`src/rtl/arv_pkg.sv`:
```
// Shared types for the instruction-memory path: physical address width, fetch
// response record, fault causes and the request classifier.
package arv_pkg;

  localparam int unsigned PHY_ADDR_SIZE = 32;
  localparam logic [31:0] NOP_INSTR     = 32'h0000_0013;

  // Encodings follow mcause: 0 = instruction misaligned, 1 = instruction access fault.
  typedef enum logic [1:0] {
    INSTR_MISALIGNED   = 2'd0,
    INSTR_ACCESS_FAULT = 2'd1,
    NONE               = 2'd2
  } imem_cause_e;

  typedef struct packed {
    logic [PHY_ADDR_SIZE-1:0] addr;
    logic [31:0]              instr;
    logic                     fault;
    imem_cause_e              cause;
  } imem_rsp_t;

  // One extra bit on the range bound so base + size cannot wrap.
  function automatic imem_cause_e classify(input logic [PHY_ADDR_SIZE-1:0] addr,
                                           input logic [PHY_ADDR_SIZE-1:0] base,
                                           input logic [PHY_ADDR_SIZE-1:0] size);
    logic [PHY_ADDR_SIZE:0] a_w;
    logic [PHY_ADDR_SIZE:0] lo_w;
    logic [PHY_ADDR_SIZE:0] hi_w;
    a_w  = {1'b0, addr};
    lo_w = {1'b0, base};
    hi_w = lo_w + {1'b0, size};
    if (addr[1:0] != 2'b00) begin
      classify = INSTR_MISALIGNED;
    end else if ((a_w < lo_w) || (a_w >= hi_w)) begin
      classify = INSTR_ACCESS_FAULT;
    end else begin
      classify = NONE;
    end
  endfunction

endpackage

```
`src/rtl/sync_fifo.sv`:
```
// Synchronous FIFO with flush and occupancy count; simultaneous push and pop
// are legal at any occupancy, including full.
module sync_fifo #(
  parameter int unsigned WIDTH = 8,
  parameter int unsigned DEPTH = 2
) (
  input  logic                       clk_i,
  input  logic                       rst_ni,
  input  logic                       flush_i,
  input  logic                       push_i,
  input  logic [WIDTH-1:0]           data_i,
  input  logic                       pop_i,
  output logic [WIDTH-1:0]           data_o,
  output logic                       empty_o,
  output logic [$clog2(DEPTH):0]     count_o
);

  localparam int unsigned AW = (DEPTH > 1) ? $clog2(DEPTH) : 1;

  logic [WIDTH-1:0] mem_r [DEPTH];
  logic [AW-1:0]    wptr_r;
  logic [AW-1:0]    rptr_r;
  logic [AW:0]      count_r;
  logic             full_s;
  logic             do_push_s;
  logic             do_pop_s;

  assign full_s    = (count_r == (AW+1)'(DEPTH));
  assign empty_o   = (count_r == {(AW+1){1'b0}});
  assign do_pop_s  = pop_i && !empty_o;
  assign do_push_s = push_i && (!full_s || do_pop_s);
  assign data_o    = mem_r[rptr_r];
  assign count_o   = count_r;

  // Storage cleared on reset so the head reads as zero until written.
  always_ff @(posedge clk_i or negedge rst_ni) begin
    if (!rst_ni) begin
      for (int i = 0; i < int'(DEPTH); i++) begin
        mem_r[i] <= {WIDTH{1'b0}};
      end
    end else if (do_push_s && !flush_i) begin
      mem_r[wptr_r] <= data_i;
    end
  end

  // Pointers wrap naturally because DEPTH is a power of two.
  always_ff @(posedge clk_i or negedge rst_ni) begin
    if (!rst_ni) begin
      wptr_r  <= {AW{1'b0}};
      rptr_r  <= {AW{1'b0}};
      count_r <= {(AW+1){1'b0}};
    end else if (flush_i) begin
      wptr_r  <= {AW{1'b0}};
      rptr_r  <= {AW{1'b0}};
      count_r <= {(AW+1){1'b0}};
    end else begin
      if (do_push_s) wptr_r <= wptr_r + AW'(1);
      if (do_pop_s)  rptr_r <= rptr_r + AW'(1);
      case ({do_push_s, do_pop_s})
        2'b10:   count_r <= count_r + (AW+1)'(1);
        2'b01:   count_r <= count_r - (AW+1)'(1);
        default: count_r <= count_r;
      endcase
    end
  end

endmodule

```
`src/rtl/imem_responder.sv`:
```
// Instruction-memory responder: classifies fetch requests, reads the SRAM for
// good ones and returns in-order responses through a credit-guarded FIFO.
module imem_responder
  import arv_pkg::*;
#(
  parameter int unsigned              DEPTH      = 2,
  parameter logic [PHY_ADDR_SIZE-1:0] BASE_ADDR  = 32'h0000_0000,
  parameter logic [PHY_ADDR_SIZE-1:0] SIZE_BYTES = 32'h0001_0000
) (
  input  logic                     clk_i,
  input  logic                     rst_ni,
  input  logic                     flush_i,
  input  logic                     req_valid_i,
  output logic                     req_ready_o,
  input  logic [PHY_ADDR_SIZE-1:0] req_addr_i,
  output logic                     mem_req_o,
  output logic [PHY_ADDR_SIZE-1:0] mem_addr_o,
  input  logic [31:0]              mem_rdata_i,
  output logic                     rsp_valid_o,
  input  logic                     rsp_ready_i,
  output imem_rsp_t                rsp_o
);

  localparam int unsigned CW = $clog2(DEPTH) + 1;

  logic                     inflight_valid_r;
  logic [PHY_ADDR_SIZE-1:0] inflight_addr_r;
  logic                     inflight_fault_r;
  imem_cause_e              inflight_cause_r;

  logic [CW-1:0]            count_s;
  logic [CW:0]              used_s;
  logic                     empty_s;
  logic                     pop_s;
  logic                     push_s;
  logic                     accept_s;
  imem_cause_e              req_cause_s;
  logic                     req_fault_s;
  imem_rsp_t                push_rsp_s;
  logic [$bits(imem_rsp_t)-1:0] head_s;

  assign rsp_valid_o = !empty_s;
  assign rsp_o       = head_s;
  assign pop_s       = rsp_valid_o && rsp_ready_i;
  assign push_s      = inflight_valid_r && !flush_i;
  // A pop this cycle frees a slot immediately, hence the rsp_ready_i path.
  assign used_s      = {1'b0, count_s} + {{CW{1'b0}}, inflight_valid_r} - {{CW{1'b0}}, pop_s};
  assign req_cause_s = classify(req_addr_i, BASE_ADDR, SIZE_BYTES);
  assign req_fault_s = (req_cause_s != NONE);

  // Request handshake and SRAM command.
  always_comb begin
    req_ready_o = rst_ni && !flush_i && (used_s < (CW+1)'(DEPTH));
    accept_s    = req_valid_i && req_ready_o;
    mem_req_o   = accept_s && !req_fault_s;
    if (mem_req_o) begin
      mem_addr_o = req_addr_i;
    end else begin
      mem_addr_o = {PHY_ADDR_SIZE{1'b0}};
    end
  end

  // Faults carry a NOP so fetch always sees a well-formed word.
  always_comb begin
    push_rsp_s.addr  = inflight_addr_r;
    push_rsp_s.fault = inflight_fault_r;
    push_rsp_s.cause = inflight_cause_r;
    if (inflight_fault_r) begin
      push_rsp_s.instr = NOP_INSTR;
    end else begin
      push_rsp_s.instr = mem_rdata_i;
    end
  end

  // In-flight stage aligns request metadata with the SRAM's one-cycle read.
  always_ff @(posedge clk_i or negedge rst_ni) begin
    if (!rst_ni) begin
      inflight_valid_r <= 1'b0;
      inflight_addr_r  <= {PHY_ADDR_SIZE{1'b0}};
      inflight_fault_r <= 1'b0;
      inflight_cause_r <= INSTR_MISALIGNED;
    end else if (flush_i) begin
      inflight_valid_r <= 1'b0;
    end else begin
      inflight_valid_r <= accept_s;
      if (accept_s) begin
        inflight_addr_r  <= req_addr_i;
        inflight_fault_r <= req_fault_s;
        inflight_cause_r <= req_cause_s;
      end
    end
  end

  sync_fifo #(
    .WIDTH ($bits(imem_rsp_t)),
    .DEPTH (DEPTH)
  ) u_rsp_fifo (
    .clk_i   (clk_i),
    .rst_ni  (rst_ni),
    .flush_i (flush_i),
    .push_i  (push_s),
    .data_i  (push_rsp_s),
    .pop_i   (pop_s),
    .data_o  (head_s),
    .empty_o (empty_s),
    .count_o (count_s)
  );

endmodule

```
`config.mk`:
```
export PLATFORM = sky130hd
export DESIGN_NAME = imem_responder
export DESIGN_NICKNAME = d
export VERILOG_FILES = /design/src/rtl/arv_pkg.sv /design/src/rtl/sync_fifo.sv /design/src/rtl/imem_responder.sv
export SDC_FILE = /design/constraint.sdc
export NUM_CORES = 1
export LEC_CHECK = 0
export ABC_AREA = 1
export BUFFER_PORTS_ARGS = -buffer_cell sky130_fd_sc_hd__buf_4
export CAP_MARGIN = 25
export CORE_ASPECT_RATIO = 1.1
export CORE_MARGIN = 1
export CORE_UTILIZATION = 40
export DETAILED_ROUTE_END_ITERATION = 12
export HOLD_SLACK_MARGIN = 0.12
export PLACE_DENSITY = 0.67
export SLEW_MARGIN = 20
export SYNTH_ARGS = -nofsm -noshare
export SYNTH_HDL_FRONTEND = slang
export SYNTH_SLANG_ARGS = --single-unit
```
`constraint.sdc`:
```
create_clock -name clk_i -period 6.6 [get_ports clk_i]
set_input_delay 1.65 -clock clk_i [delete_from_list [all_inputs] [get_ports clk_i]]
set_output_delay 1.65 -clock clk_i [all_outputs]
set_load 0.005 [all_outputs]
```
==> results of run 1 <==
kinds of logic (layout without fill, tap and decap cells):
family | Yosys count | count (layout) | share of synthesized area, %
adder cells (fa/ha/maj) | 2 | 2 | 0.400
buffers and inverters | 211 | 332 | 12.2
XOR/XNOR | 1 | 1 | 0.200
flip-flops | 174 | 174 | 53.6
other | 1 | 18 | 0.0461
AND/OR/NAND/NOR | 461 | 461 | 22.1
AO/OA/AOI/OAI | 172 | 172 | 11.5
worst min-delay path: cells and delay by family (launching register included):
family,cells,cell delay [ns]
flops,1,0.34
simple gates,2,0.10
layout by cell type (no fill, tap or decap), drive strengths merged:
| cell type | n |
|---|---|
| inv | 149 |
| nand3 | 5 |
| or2 | 4 |
| dfrtp | 174 |
| a21oi | 2 |
| xnor2 | 1 |
| bufinv | 2 |
| fa | 1 |
| clkbuf | 18 |
| nand2 | 395 |
| nand4 | 3 |
| clkinv | 2 |
| nand3b | 1 |
| buf | 160 |
| o211ai | 1 |
| ha | 1 |
| o21ai | 169 |
| nor2 | 53 |
| conb | 18 |
| clkinvlp | 1 |
power groups by stage:
stage	registers [W]	clock network, W	logic (W)
floorplan	0.00135	0	0.000358
finish	0.00136	0.00104	0.000629
global placement	0.00137	0	0.000627
global route	0.00139	0.00110	0.000725
CTS	0.00136	0.00106	0.000641
detailed placement	0.00138	0	0.000637
flip-flops by register name, summed over array words and instances, names as in the netlist:
signal / flops
u_rsp_fifo.rptr_r: 1
inflight_fault_r: 1
inflight_cause_r: 2
u_rsp_fifo.mem_r: 134
u_rsp_fifo.count_o: 2
inflight_addr_r: 32
u_rsp_fifo.wptr_r: 1
inflight_valid_r: 1
per-layer routing:
metal | routed length [um] | vias up | track usage, % | part of all wire, %
li1 | - | 3315 | - | -
met1 | 8350 | 2948 | 24.3 | 46
met2 | 8410 | 203 | 30.4 | 46
met3 | 1380 | 11 | 5.32 | 7.6
met4 | 150 | 0 | 4.73 | 0.82
met5 | 0 | - | 0 | 0
worst max-delay path by stage:
| stage | from | cells after the start | to | slack, ns |
|---|---|---|---|---|
| CTS | rsp_ready_i | 13 | mem_addr_o[11] | 0.79 |
| global route | rsp_ready_i | 13 | mem_addr_o[5] | 0.63 |
| floorplan | rsp_ready_i | 12 | mem_addr_o[10] | 1.34 |
| finish | rsp_ready_i | 13 | mem_addr_o[9] | 0.82 |
| detailed placement | rsp_ready_i | 13 | mem_addr_o[5] | 0.80 |
| global placement | rsp_ready_i | 13 | mem_addr_o[6] | 0.86 |
cell type report:
class | count | area (um2) | share of cell area (%)
multi-input cells | 654 | 2860 | 28.9
clock inverters | 14 | 168 | 1.70
clock buffers | 18 | 439 | 4.45
well taps | 252 | 315 | 3.20
flip-flops and latches | 174 | 4360 | 44.2
inverters | 140 | 528 | 5.35
repair buffers | 160 | 1200 | 12.2
stage by stage:
stage | utilization, % | cell area (um2)
after detailed placement | 46.6 | 9260
after CTS | 49.7 | 9870
after global placement | 46.6 | 9260
after floorplan | - | 8190
final | 49.7 | 9870
after global routing | 49.7 | 9870
==> flow_summary.toml, run 1 <==
[synthesis]
synth_cell_types = 29
netlist_area_um2 = 8130
yosysMostFrequentCell = "nand2_1"
yosys_warnings = 0
synth_top_area_share_pct = 53.6
synthTopCellsByArea = "dfrtp_1 54%, nand2_1 18%, o21ai_1 6.8%, inv_1 6.0%, nor2_1 2.4%"
synth_common_cells = "393 x nand2_1, 174 x dfrtp_1, 131 x inv_1, 111 x o21ai_1, 51 x nor2_1"
ys_seq_elements = 174
synth-edff-count = 0
synth_flop_cell = "dfrtp_1"
async_flop_share_pct = 100
syn-instance-count = 1022
avgSynthCellArea_um2 = 7.96
ys_seq_area_share_pct = 53.6
synth_top_area_cell = "dfrtp_1"

[clock_tree]
cts.path.max_buffers = 2
cts_sinks = 174
postCtsSetupBuffers = 0
cts_buffers = 17
h-tree-depth = 4
insertion_delay_ns = 0.43
clk_pin_slew_worst_paths_ns = 0.06
cts_resized = 0
cts_tree = "done"
cts.hold.buffers_added = 0
cts_root_buf = "clkbuf_16"

[routing]
drt-total-wl_um = 18300
drc_errors = 0
first_iter_violations = 348
vias_per_cell = 4.59
wire_per_inst_um = 13.0
dr.pass1.iters = 6
vias = 6477
antenna_violating_nets_post_route = 0

[timing]
report.final.slew_viol_count = 0
clock-skew-final_ns = 0.00814
fmax_ghz = 0.173
setup-tns-final_ns = 0
fin_crit_ns = 5.78
min_period_over_period_pct = 87.5
whs_ns = 0.473
setup_viol = 0
rsz0062_at_grt = "no"
relSlewSlack_pct = 39.6
finalWorstSetupSlack_ns = 0.824
hold_viol_final = 0
tightest_slew_ns = 0.906

[worst_setup_path]
path_class = "input port to primary output"
regToRegEndpoint = "inflight_addr_r[20]"
path_delay_family = "simple AND/OR/NAND/NOR gates"
slowest_stage = "fa_1"
cp_max_fo = 15
crit_path_cell_trace = "buf_4, nand2_1, inv_1, ha_1, or2_2, fa_1, nand2_1, nor2_1, nand4_1, inv_2, nand2_2, nor2_1, buf_4"
crit_arrival_ns = 4.13
r2r-start = "u_rsp_fifo.count_o[1]"
worst_setup_path_end_kind = "primary output"
cp.buffers_inverters = 4
rrSetupSlack_ns = 3.00
reg2reg_depth = 14
crit_required_ns = 4.95
start_kind = "input port"
cpPeakStageDelay_ns = 0.48

[place]
pre_cts_slack_ns = 0.800
io_buffers = 152
dp_hpwl_um = 11500
place_inst = 1380
gp_congestion = 0.754

[die]
core_area_um2 = 19900
fp.dieW_um = 138
initial_core_util_pct = 40.9
die_h_um = 152
rows = 54
dieArea_um2 = 20900
ios = 171

[cells_and_area]
final_cells = 1412
drive_above_1_share_pct = 20.1
area_delta_synth_final_pct = 21.4
nets = 1218
antenna_cells = 0
fill_cells = 1962

[global_routing]
grt_overflow = 0
grt_use_total_pct = 18.7
grt_pass1_wl_um = 29900
antenna_found_initial = 0
first_global_vias = 6074
grt_max_degree = 72

[worst_hold_path]
min_from = "u_rsp_fifo.mem_r[26]"
min_to = "u_rsp_fifo.mem_r[26]"
hp-class = "register to register"
min_path_cells = 2

[run_status]
status = "completed"

[power]
finalPower_w = 0.00303
intPower_w = 0.00215
power_frac_comb_pct = 20.8
clkPwrFrac_pct = 34.3
p_per_area_nw_per_um2 = 307
vdd_drop_max_mv = 0.194
seqPwrFrac_pct = 45.0
switching_share_pct = 29.1
p_sw_w = 0.000880
p_leak_nw = 5.33

[flow_run]
maxCapViolations = 0
No activity file was read; power rests on OpenSTA's default activity.
==> run 2, diff against run 1 <==
- ABC_AREA: 1 -> 0
==> run 2 against run 1 <==
Effect of this change: first-iteration DRC count fell by 68%; worst setup slack got worse by 0.029 ns; sequential share of layout area down 0.41 points; global-route usage shrank 1.8 points; critical endpoint is now mem_addr_o[10]; highest routed layer unchanged.
==> flow_summary.toml, run 2 <==
[timing]
hold_viol_final = 0
whs_ns = 0.504
fin_crit_ns = 5.80
setup_viol = 0
report.final.slew_viol_count = 0
relSlewSlack_pct = 37.3
tightest_slew_ns = 0.938
rsz0062_at_grt = "no"
setup-tns-final_ns = 0
clock-skew-final_ns = 0.00895
fmax_ghz = 0.172
min_period_over_period_pct = 87.9

[worst_setup_path]
crit_required_ns = 4.95
cp_max_fo = 17
cpPeakStageDelay_ns = 0.54
crit_path_cell_trace = "buf_4, o21a_1, ha_1, nand2b_1, fa_1, and4b_1, nand3_1, nor3_1, buf_4"
timing.critical_path.mode_cell = "buf_4"
path_delay_family = "simple AND/OR/NAND/NOR gates"
worst_setup_path_end_kind = "primary output"
crit_arrival_ns = 4.15
start_kind = "input port"
path_class = "input port to primary output"
slowest_stage = "nand3_1"
cp.buffers_inverters = 2

[place]
dp_hpwl_um = 11000
place_inst = 940
io_buffers = 152
gp_congestion = 0.769

[die]
rows = 54
ios = 171
core_area_um2 = 19800
fp.dieW_um = 138
die_h_um = 151
dieArea_um2 = 20800
initial_core_util_pct = 40.9

[run_status]
status = "completed"

[synthesis]
synth-edff-count = 0
synth_common_cells = "203 x mux2_2, 174 x dfrtp_1, 30 x mux2_4, 29 x nor2b_1, 19 x buf_4"
yosysMostFrequentCell = "mux2_2"
ys_seq_area_share_pct = 53.8
ys_seq_elements = 174
synth_cell_types = 39
netlist_area_um2 = 8090
avgSynthCellArea_um2 = 14.3
yosys_warnings = 0
syn-instance-count = 564
synthTopCellsByArea = "dfrtp_1 54%, mux2_2 28%, mux2_4 5.6%, nor2b_1 2.2%, buf_4 1.8%"
async_flop_share_pct = 100
synth_flop_cell = "dfrtp_1"
synth_top_area_cell = "dfrtp_1"
synth_top_area_share_pct = 53.8

[clock_tree]
cts_tree = "done"
insertion_delay_ns = 0.42
cts.hold.buffers_added = 0
cts.path.max_buffers = 2
cts_buffers = 17
postCtsSetupBuffers = 0
clk_pin_slew_worst_paths_ns = 0.06
cts_root_buf = "clkbuf_16"
cts_resized = 0
cts_sinks = 174
h-tree-depth = 4

[routing]
drc_errors = 0
dr.pass1.iters = 4
wire_per_inst_um = 17.3
vias = 4832
first_iter_violations = 112
drt-total-wl_um = 16800
antenna_violating_nets_post_route = 0
vias_per_cell = 4.97

[global_routing]
grt_overflow = 0
grt.met3_usage_pct = 5.89
grt_use_total_pct = 16.9
first_global_vias = 5201
grt_use_met1_pct = 20.7
grt_pass1_wl_um = 26600
grt_util_met2_pct = 27.9
antenna_found_initial = 0
busiest_layer = "met2"
grt_max_degree = 84

[cells_and_area]
drive_above_1_share_pct = 59.6
max_flop_register = "u_rsp_fifo.mem_r"
final_cells = 973
multi_input_area_um2 = 3370
final_cell_mix = "203 x mux2_2, 173 x dfrtp_1, 155 x buf_4, 30 x mux2_4, 29 x nor2b_1"
fin_util_pct = 50.3
nets = 780
area_delta_synth_final_pct = 23.1
ff_latch_area_um2 = 4360
final_common_cell = "mux2_2"
largest_reg_flops = 134
antenna_cells = 0
reg.largest.list = "u_rsp_fifo.mem_r (134), inflight_addr_r (32)"
fill_cells = 1734

[power]
finalPower_w = 0.00298
vdd_drop_max_mv = 0.183
p_per_area_nw_per_um2 = 300
p_leak_nw = 4.89

[flow_run]
maxCapViolations = 0

[worst_hold_path]
hp-class = "register to register"
==> run 2: cell type report <==
class,instances,share of cell area (%)
flip-flops and latches,174,43.7
multi-input cells,339,33.9
repair buffers,160,12.7
clock buffers,22,4.76
well taps,252,3.17
clock inverters,9,1.12
inverters,17,0.641
==> run 2: where the power goes <==
part | switching [W] | leakage, nW | internal [W]
Clock | 0.000400 | 0.282 | 0.000586
Combinational | 0.000208 | 2.35 | 0.000414
Sequential | 0.000112 | 2.26 | 0.00126
==> run 2: kinds of logic after synthesis <==
group	count (synthesis)	synth area share, %
AOI/OAI and AO/OA	12	0.990
xor gates and xnor gates	3	0.325
adders and majority gates	2	0.402
buffers and inverters	68	5.38
DFF	174	53.8
muxes	233	33.8
other	1	0.0464
and+or+nand+nor	71	5.20
==> run 2: final timing paths <==
check,startpoint,to,slack [ns],cells after the start
worst max register to register,u_rsp_fifo.count_o[1],inflight_addr_r[2],3.49,8
min in group asynchronous,rst_ni,u_rsp_fifo.mem_r[19],1.07,1
max in group asynchronous,rst_ni,u_rsp_fifo.mem_r[47],4.53,2
worst min-delay path,u_rsp_fifo.mem_r[100],u_rsp_fifo.mem_r[100],0.50,1
worst max-delay path,rsp_ready_i,mem_addr_o[10],0.80,9
worst min register to register,u_rsp_fifo.mem_r[100],u_rsp_fifo.mem_r[100],0.50,1
==> run 2: metal layers <==
metal | vias to the layer above | routed length (um)
met5 | - | 0
met4 | 0 | 163
met3 | 13 | 1230
met2 | 127 | 8260
met1 | 2459 | 7170
li1 | 2233 | -
==> run 2: worst reg2reg max path, cell delays in order, from the launching register on <==
cell and delay (ns):
dfrtp_1 0.49, o21a_1 0.25, ha_1 0.26, nand2b_1 0.15, fa_1 0.52, nand4b_1 0.18, nor2_4 0.53, buf_16 0.25
mux2_2 0.36
==> run 2: per-stage QoR <==
stage / cell area [um2] / setup WS (ns)
CTS: 9900 / 0.780
detailed placement: 9320 / 0.797
global placement: 9290 / 0.887
floorplan: 8150 / 1.50
global route: 9960 / 0.568
finish: 9960 / 0.795
==> run 3, diff against run 2 <==
- BUFFER_PORTS_ARGS: -buffer_cell sky130_fd_sc_hd__buf_4 -> not set
- DONT_BUFFER_PORTS: not set -> 1
- PLACE_DENSITY: 0.67 -> 0.59
==> run 3 against run 2 <==
Effect of this change: hold slack got worse by 0.0048 ns; clock skew decreased by 0.0013 ns; first-iteration DRC count shrank 28%; combinational power is 35% lower; cell area fell by 12%; global-route usage down 1.1 points; highest routed layer is now met5; critical endpoint is now mem_addr_o[2].
==> flow_summary.toml, run 3 (synthesis results as in run 2) <==
[run_status]
status = "completed"

[cells_and_area]
nets = 627
largest_reg_flops = 134
final_cell_mix = "203 x mux2_2, 173 x dfrtp_1, 30 x mux2_4, 29 x nor2b_1, 18 x conb_1"
final_common_cell = "mux2_2"
reg.largest.list = "u_rsp_fifo.mem_r (134), inflight_addr_r (32)"
area_delta_synth_final_pct = 8.48
max_flop_register = "u_rsp_fifo.mem_r"
fill_cells = 1796
drive_above_1_share_pct = 48.9

[die]
die_h_um = 151
fp.dieW_um = 138
ios = 171
dieArea_um2 = 20800
initial_core_util_pct = 40.9
core_area_um2 = 19800
rows = 54

[worst_setup_path]
cpPeakStageDelay_ns = 0.55
slowest_stage = "nand3_1"
crit_arrival_ns = 3.92
crit_required_ns = 4.95
crit_path_cell_trace = "o21a_1, ha_1, nand2b_1, fa_1, and4b_1, nand3_1, nor3_1"
start_kind = "input port"
path_class = "input port to primary output"
r2r-start = "u_rsp_fifo.count_o[1]"
crit_path_start = "rsp_ready_i"
reg2reg_depth = 8
worst_setup_path_end_kind = "primary output"
cp_max_fo = 16

[timing]
setup_viol = 0
fmax_ghz = 0.180
fin_crit_ns = 5.57
rsz0062_at_grt = "no"
hold_viol_final = 0
report.final.slew_viol_count = 0
min_period_over_period_pct = 84.4
clock-skew-final_ns = 0.00763
setup-tns-final_ns = 0
tightest_slew_ns = 0.791
whs_ns = 0.499
relSlewSlack_pct = 47.1

[worst_hold_path]
min_path_cells = 1
hp-class = "register to register"
min_from = "u_rsp_fifo.mem_r[9]"

[global_routing]
grt_overflow = 0
busiest_layer = "met2"
grt.met3_usage_pct = 5.72
antenna_found_initial = 2
grt_max_degree = 178
first_global_vias = 4522
grt_pass1_wl_um = 24400
grt_use_met1_pct = 18.8
grt_use_total_pct = 15.8
grt_util_met2_pct = 26.4

[place]
io_buffers = 0
dp_hpwl_um = 9710
gp_congestion = 0.748

[power]
clkPwrFrac_pct = 34.6
p_leak_nw = 4.09
seqPwrFrac_pct = 50.5
p_per_area_nw_per_um2 = 311
power_frac_comb_pct = 14.9
p_sw_w = 0.000687
vdd_drop_max_mv = 0.170
switching_share_pct = 25.2
intPower_w = 0.00204

[clock_tree]
h-tree-depth = 4
cts_root_buf = "clkbuf_16"
insertion_delay_ns = 0.42
cts.hold.buffers_added = 0
cts_buffers = 17
postCtsSetupBuffers = 0
cts_tree = "done"
cts_resized = 0
cts.path.max_buffers = 2
cts_sinks = 174
clk_pin_slew_worst_paths_ns = 0.06

[routing]
vias_per_cell = 5.17
antenna_violating_nets_post_route = 0
drt-total-wl_um = 16100
vias = 4251
drc_errors = 0
dr.pass1.iters = 4
first_iter_violations = 81
wire_per_inst_um = 19.6

[flow_run]
maxCapViolations = 0
## run 3: changes by cell type in the layout (fill, tap and decap cells not counted)
cell / change
inv_6: +3
diode_2: +1
dfrtp_4: +1
bufinv_16: -2
clkinvlp_4: +3
buf_6: -1
dfrtp_2: -1
clkinv_2: -1
buf_4: -152
clkinv_4: -2
## run 3: layer usage
layer,part of all wire [%],routed length [um],up-vias
met4,0.86,138,2
li1,-,-,1923
met3,6.6,1060,12
met5,0.062,10,-
met1,43,6880,2196
met2,50,7990,118
## run 3: layout make-up
type | instances | area (um2) | share of cell area, %
antenna | 1 | 2.50 | 0.0285
inverter | 17 | 63.8 | 0.727
tap | 252 | 315 | 3.59
timing repair buffer | 7 | 109 | 1.24
multi-input combinational | 339 | 3370 | 38.5
sequential | 174 | 4360 | 49.7
clock inverter | 10 | 77.6 | 0.884
clock buffer | 22 | 474 | 5.40
## run 3: power groups by stage
stage / combinational, W / sequential [W] / clock, W
after global placement: 0.000396 / 0.00139 / 0
after detailed placement: 0.000404 / 0.00140 / 0
after floorplan: 0.000357 / 0.00135 / 0
final: 0.000407 / 0.00138 / 0.000942
after global routing: 0.000442 / 0.00140 / 0.00102
after CTS: 0.000407 / 0.00138 / 0.000976
## run 3: through the flow
stage	instance area, um2	total power [W]	instances	utilization, %	setup WS, ns
after floorplan	8150	0.00171	581	-	1.50
after global placement	8130	0.00178	785	41.1	1.08
after detailed placement	8130	0.00181	785	41.1	0.983
after CTS	8690	0.00277	817	43.9	0.979
after global routing	8770	0.00287	821	44.3	0.824
final	8770	0.00273	822	44.3	1.03
## run 3: worst max-delay path, delay by kind of cell
family	cells	cell delay (ns)
and+or+nand+nor	4	1.38
adders and majority gates	2	0.78
AOI/OAI and AO/OA	1	0.11
## run 3: worst paths after layout
path	endpoint	slack, ns
min reg2reg	u_rsp_fifo.mem_r[9]	0.50
max reg2reg	inflight_fault_r	3.51
min in group asynchronous	u_rsp_fifo.mem_r[17]	0.92
max in group asynchronous	u_rsp_fifo.mem_r[70]	5.45
min	u_rsp_fifo.mem_r[9]	0.50
max	mem_addr_o[2]	1.03
